**config.mk**
```make
export PLATFORM = sky130hd
export DESIGN_NAME = cursor_control
export DESIGN_NICKNAME = d
export VERILOG_FILES = /design/src/rtl/cursor_control.sv
export SDC_FILE = /design/constraint.sdc
export NUM_CORES = 1
export LEC_CHECK = 0
export BUFFER_PORTS_ARGS = -buffer_cell sky130_fd_sc_hd__buf_4
export CAP_MARGIN = 20
export CORE_ASPECT_RATIO = 1.2
export CORE_MARGIN = 10
export CORE_UTILIZATION = 55
export DETAILED_ROUTE_END_ITERATION = 10
export GPL_ROUTABILITY_DRIVEN = 1
export MAX_ROUTING_LAYER = met4
export PLACE_DENSITY = 0.78
export REMOVE_ABC_BUFFERS = 1
export SYNTH_ARGS = -nofsm -noshare
export SYNTH_HDL_FRONTEND = slang
export SYNTH_SLANG_ARGS = --single-unit
```
**constraint.sdc**
```tcl
create_clock -name clk_in -period 25 [get_ports clk_in]
set_clock_uncertainty 0.15 [all_clocks]
set_input_delay 1.25 -clock clk_in [delete_from_list [all_inputs] [get_ports clk_in]]
set_output_delay 1.25 -clock clk_in [all_outputs]
set_load 0.01 [all_outputs]
```
**src/rtl/cursor_control.sv**
```systemverilog
// Cursor/viewport controller: synchronised and debounced buttons drive per-direction auto-repeat FSMs that step a
// toroidal 512x512 cursor, with a view window that follows it, click pulses (btnc or paint mode) and a speed latch.
module cursor_control #(
  parameter int LOG_DEBOUNCE_COUNT = 20,
  parameter int LOG_WAIT_COUNT     = 25,
  parameter int VIEW_W             = 80,
  parameter int VIEW_H             = 60
) (
  input  logic        clk_in,
  input  logic        rst_in,
  input  logic        btnu_in,
  input  logic        btnd_in,
  input  logic        btnl_in,
  input  logic        btnr_in,
  input  logic        btnc_in,
  input  logic [15:0] sw_in,
  input  logic        logic_done_in,
  output logic [8:0]  cursor_x_out,
  output logic [8:0]  cursor_y_out,
  output logic [8:0]  view_x_out,
  output logic [8:0]  view_y_out,
  output logic        click_out,
  output logic [3:0]  speed_out
);

  typedef enum logic [1:0] {IDLE, MOVE, HOLD} dir_state_t;

  localparam logic [8:0] VW = VIEW_W[8:0];
  localparam logic [8:0] VH = VIEW_H[8:0];

  // Bit order: 0 up, 1 down, 2 left, 3 right, 4 centre, 5 paint switch.
  logic [5:0] raw, sync1, sync2, level, level_q, press;
  logic [3:0] spd1, spd2;
  logic [LOG_DEBOUNCE_COUNT-1:0] db_cnt [6];

  dir_state_t state [4];
  dir_state_t nxt   [4];
  logic [LOG_WAIT_COUNT-1:0] hold_cnt [4];
  logic [3:0] block, step;

  logic [8:0] nx, ny, dx, dy, nvx, nvy;
  logic       unused_sw;

  assign raw       = {sw_in[14], btnc_in, btnr_in, btnl_in, btnd_in, btnu_in};
  assign unused_sw = ^{sw_in[15], sw_in[13:4]};
  assign press     = level & ~level_q;
  assign block     = {level[2], level[3], level[0], level[1]};

  always_ff @(posedge clk_in or posedge rst_in) begin
    if (rst_in) begin
      sync1   <= '0;
      sync2   <= '0;
      spd1    <= '0;
      spd2    <= '0;
      level   <= '0;
      level_q <= '0;
      for (int i = 0; i < 6; i++) db_cnt[i] <= '0;
    end else begin
      sync1   <= raw;
      sync2   <= sync1;
      spd1    <= sw_in[3:0];
      spd2    <= spd1;
      level_q <= level;
      // Any sample that agrees with the current level restarts the count.
      for (int i = 0; i < 6; i++) begin
        if (sync2[i] == level[i]) begin
          db_cnt[i] <= '0;
        end else if (&db_cnt[i]) begin
          level[i]  <= sync2[i];
          db_cnt[i] <= '0;
        end else begin
          db_cnt[i] <= db_cnt[i] + 1'b1;
        end
      end
    end
  end

  always_ff @(posedge clk_in or posedge rst_in) begin
    if (rst_in) begin
      for (int i = 0; i < 4; i++) begin
        state[i]    <= IDLE;
        hold_cnt[i] <= '0;
      end
    end else begin
      for (int i = 0; i < 4; i++) begin
        state[i]    <= nxt[i];
        hold_cnt[i] <= (state[i] == HOLD && nxt[i] == HOLD) ? hold_cnt[i] + 1'b1 : '0;
      end
    end
  end

  always_comb begin
    for (int i = 0; i < 4; i++) begin
      nxt[i]  = state[i];
      step[i] = 1'b0;
      case (state[i])
        IDLE: if (press[i]) nxt[i] = MOVE;
        MOVE: begin
          nxt[i]  = HOLD;
          step[i] = 1'b1;
        end
        HOLD: if (&hold_cnt[i]) nxt[i] = MOVE;
        default: nxt[i] = IDLE;
      endcase
      // Release or an opposing press parks the direction and suppresses its step.
      if (!level[i] || block[i]) begin
        nxt[i]  = IDLE;
        step[i] = 1'b0;
      end
    end
  end

  always_comb begin
    nx = cursor_x_out;
    ny = cursor_y_out;
    if (step[3])      nx = cursor_x_out + 9'd1;
    else if (step[2]) nx = cursor_x_out - 9'd1;
    if (step[1])      ny = cursor_y_out + 9'd1;
    else if (step[0]) ny = cursor_y_out - 9'd1;
    dx  = nx - view_x_out;
    dy  = ny - view_y_out;
    nvx = view_x_out;
    nvy = view_y_out;
    if (dx == 9'h1FF)  nvx = view_x_out - 9'd1;
    else if (dx == VW) nvx = view_x_out + 9'd1;
    if (dy == 9'h1FF)  nvy = view_y_out - 9'd1;
    else if (dy == VH) nvy = view_y_out + 9'd1;
  end

  always_ff @(posedge clk_in or posedge rst_in) begin
    if (rst_in) begin
      cursor_x_out <= '0;
      cursor_y_out <= '0;
      view_x_out   <= '0;
      view_y_out   <= '0;
      click_out    <= 1'b0;
      speed_out    <= '0;
    end else begin
      cursor_x_out <= nx;
      cursor_y_out <= ny;
      view_x_out   <= nvx;
      view_y_out   <= nvy;
      // Paint clicks land in the same cycle the cursor moves.
      click_out    <= press[4] | (level[5] & (|step));
      if (logic_done_in) speed_out <= spd2;
    end
  end

endmodule

```
==> run_results.csv <==
group,metric,value,unit
setup_path,end_kind,"flip-flop",
synthesis,ys.flop_type,"dfrtp_1",
synthesis,yosysUniqueCellTypes,68,
synthesis,ys_seq_area_frac,0.512,
detailed_routing,drt-initial-drc-count,647,
layout,mostFrequentLayoutCells,"dfrtp_1, nor2_1, xor2_1",
clocking,clk_pin_slew_worst_paths,0.06,ns
timing,min_period,6.08,ns
synthesis,syn_inst,1439,
power,leakagePower,7.58,nW
global_routing,grt_pass1_vias,10500,
floorplanning,fp.dieH,199,microns
global_routing,grt_usage,0.164,
timing,worst_slew_pin_slew,0.949,ns
floorplanning,core,0.0263,sq mm
power,power_density,61.0,mW/mm^2
floorplanning,start_util,0.558,
detailed_routing,wl_per_cell,14.0,microns
layout,diodes,0,
setup_path,crit_slowest_cell,"nor4bb_4",
place,io_buffers,53,
power,peakVddDrop,50.7,uV
timing,setup_violations,0,
place,dp_slack,18.98,ns
layout,area_growth,12.8,%
clocking,clkLatencyLatePin,0.56,ns
floorplanning,pin_count,65,
floorplanning,dieArea,0.0336,sq mm
setup_path,critPathMaxFanout,13,
detailed_routing,drt-vias-per-instance,5.40,
clocking,clockBufferDepth,3,
clocking,clkSinkCount,300,
setup_path,start_kind,"flip-flop",
worst_hold_path,hp-class,"reg2reg",
setup_path,critPathRequiredTime,25.34,ns
timing,rsz0062_at_grt,"no",
layout,final_common_cell,"dfrtp_1",
setup_path,crit_chain,"nor4bb_4 > nor2_1 > xnor2_1 > ha_1 > inv_1 > fa_1 > a21o_1 > a21oi_1 > xnor2_1 > nand2_1 > or4_1 > or3_1 > fa_1 > nor2b_1 > o21ai_0 > a21boi_0 > o21ai_0 > a21oi_1 > nand3_1 > o21ai_1 > xor2_1",
layout,drive_gt1_frac,0.0910,
detailed_routing,vias,10000,
setup_path,crit_arrival,6.41,ns
place,hpwl,17.3,mm
synthesis,ys.warnings.count,0,
synthesis,synth-edff-count,0,
clocking,postCtsSetupBuffers,0,
synthesis,synthArstFlopShare,1.00,
setup_path,regToRegSetupSlack,18.92,ns
place,place_congestion,0.830,
detailed_routing,firstDrtPassIters,4,
synthesis,ys_seq_elements,300,
clocking,h-tree-depth,1,
layout,postLayoutCoreUtil,0.630,
timing,fmax,0.165,GHz
setup_path,max_stage_delay,0.67,ns
run,drv_cap,0,
synthesis,avgSynthCellArea,10.2,sq um
timing,slew-limit-headroom,0.366,
global_routing,grt_overflow,0,
global_routing,antenna_found_initial,0,
detailed_routing,postRouteAntennaNets,0,
timing,hold_violations,0,
detailed_routing,drc,0,
global_routing,grt_pass1_wl,47.4,mm
layout,nets,1576,
setup_path,critPathKind,"reg2reg",
timing,finalCritPeriodShare,0.243,
global_routing,grt_max_degree,82,
detailed_routing,routed_wirelength,26.0,mm
floorplanning,rows,65,
synthesis,syn_area,0.0147,sq mm
clocking,cts_tree,"done",
clocking,cts_buffers,30,
clocking,cts_root_buffer,"clkbuf_16",
timing,slew_violations,0,
clocking,postCtsHoldBufs,0,
timing,setup_tns,0,ns
timing,layout_setup_ws,18.92,ns
floorplanning,die_w,169,microns
clocking,ctsResizeCount,0,
outcome,outcome,"completed",
power,p_total,1.01,mW
[cell type report]
class | count | area (sq um)
fill | 2132 | 9730
sequential | 300 | 7510
multi-input combinational | 1061 | 6840
clock buffer | 36 | 823
timing repair buffer | 60 | 450
tap | 335 | 419
clock inverter | 19 | 289
inverter | 51 | 204
[per-stage QoR]
step / hold WS, ns / cell area (sq um) / std cells
detailed placement: 0.186 / 15400 / 1807
finish: 0.196 / 16500 / 1862
CTS: 0.199 / 16500 / 1862
global route: 0.202 / 16500 / 1862
floorplan: 0.181 / 14500 / 1412
global placement: 0.182 / 15400 / 1806
[power breakdown]
part / leakage, nW / total, mW / switching [mW] / internal (mW)
sequential: 4.12 / 0.494 / 0.00337 / 0.490
combinational: 2.91 / 0.0213 / 0.0153 / 0.00596
clock: 0.544 / 0.494 / 0.187 / 0.306
[critical path: cells and delay by family, from the launching register on]
kind / cells / cell delay, ns
xor+xnor: 3 / 0.62
fa+ha+maj: 3 / 1.08
compound gates: 7 / 1.43
simple gates: 7 / 2.17
flops: 1 / 0.49
buf+inv: 1 / 0.05
[cells by family after synthesis]
| family | Yosys count | share of synthesized area |
|---|---|---|
| compound gates | 108 | 0.0482 |
| mux | 23 | 0.0166 |
| xor+xnor | 242 | 0.146 |
| fa+ha+maj | 48 | 0.0430 |
| buf+inv | 78 | 0.0212 |
| flops | 300 | 0.512 |
| simple gates | 640 | 0.213 |
[path summary, 6_finish.rpt]
check                                end      from  cells past startpoint
min reg2reg                      spd2[1]   spd1[1]                      0
max                        view_x_out[8]  level[2]                     21
min in group asynchronous   speed_out[1]    rst_in                      2
max in group asynchronous     db_cnt[60]    rst_in                      3
min                              spd2[1]   spd1[1]                      0
max reg2reg                view_x_out[8]  level[2]                     21
[state kept, by name (all words and copies together), names as in the netlist, 8 cells and up]
name	cells
db_cnt	120
hold_cnt	100
cursor_x_out	9
cursor_y_out	9
view_x_out	9
view_y_out	9
state	8
[synthesized netlist by cell type, types with 5 or more instances]
cell type,instances,area [sq um]
nand3_1,91,455
a31oi_1,5,31.3
nor3_1,15,75.1
dfrtp_1,300,7510
nand2b_1,6,37.5
nand4_1,36,225
and3_1,61,382
or3_1,11,68.8
mux2i_1,13,130
nor2b_1,9,56.3
ha_1,44,551
nor2_1,253,950
nor3b_1,5,37.5
inv_1,50,188
a21o_1,7,52.6
and4_1,16,140
clkbuf_1,18,67.6
o21ai_0,24,120
a21oi_1,35,175
mux2_2,9,101
xor2_1,156,1370
o21a_1,8,60.1
nand2_1,101,379
xnor2_1,85,744
and2_1,11,68.8
[metal layers]
layer,wire [microns],GRT usage,vias to the layer above
li1,-,-,4993
met1,11500,0.198,4916
met2,13200,0.286,103
met3,807,0.0235,34
met4,450,0.0397,0
met5,0,-,-
Note: power is estimated with default switching activity, not from simulation.
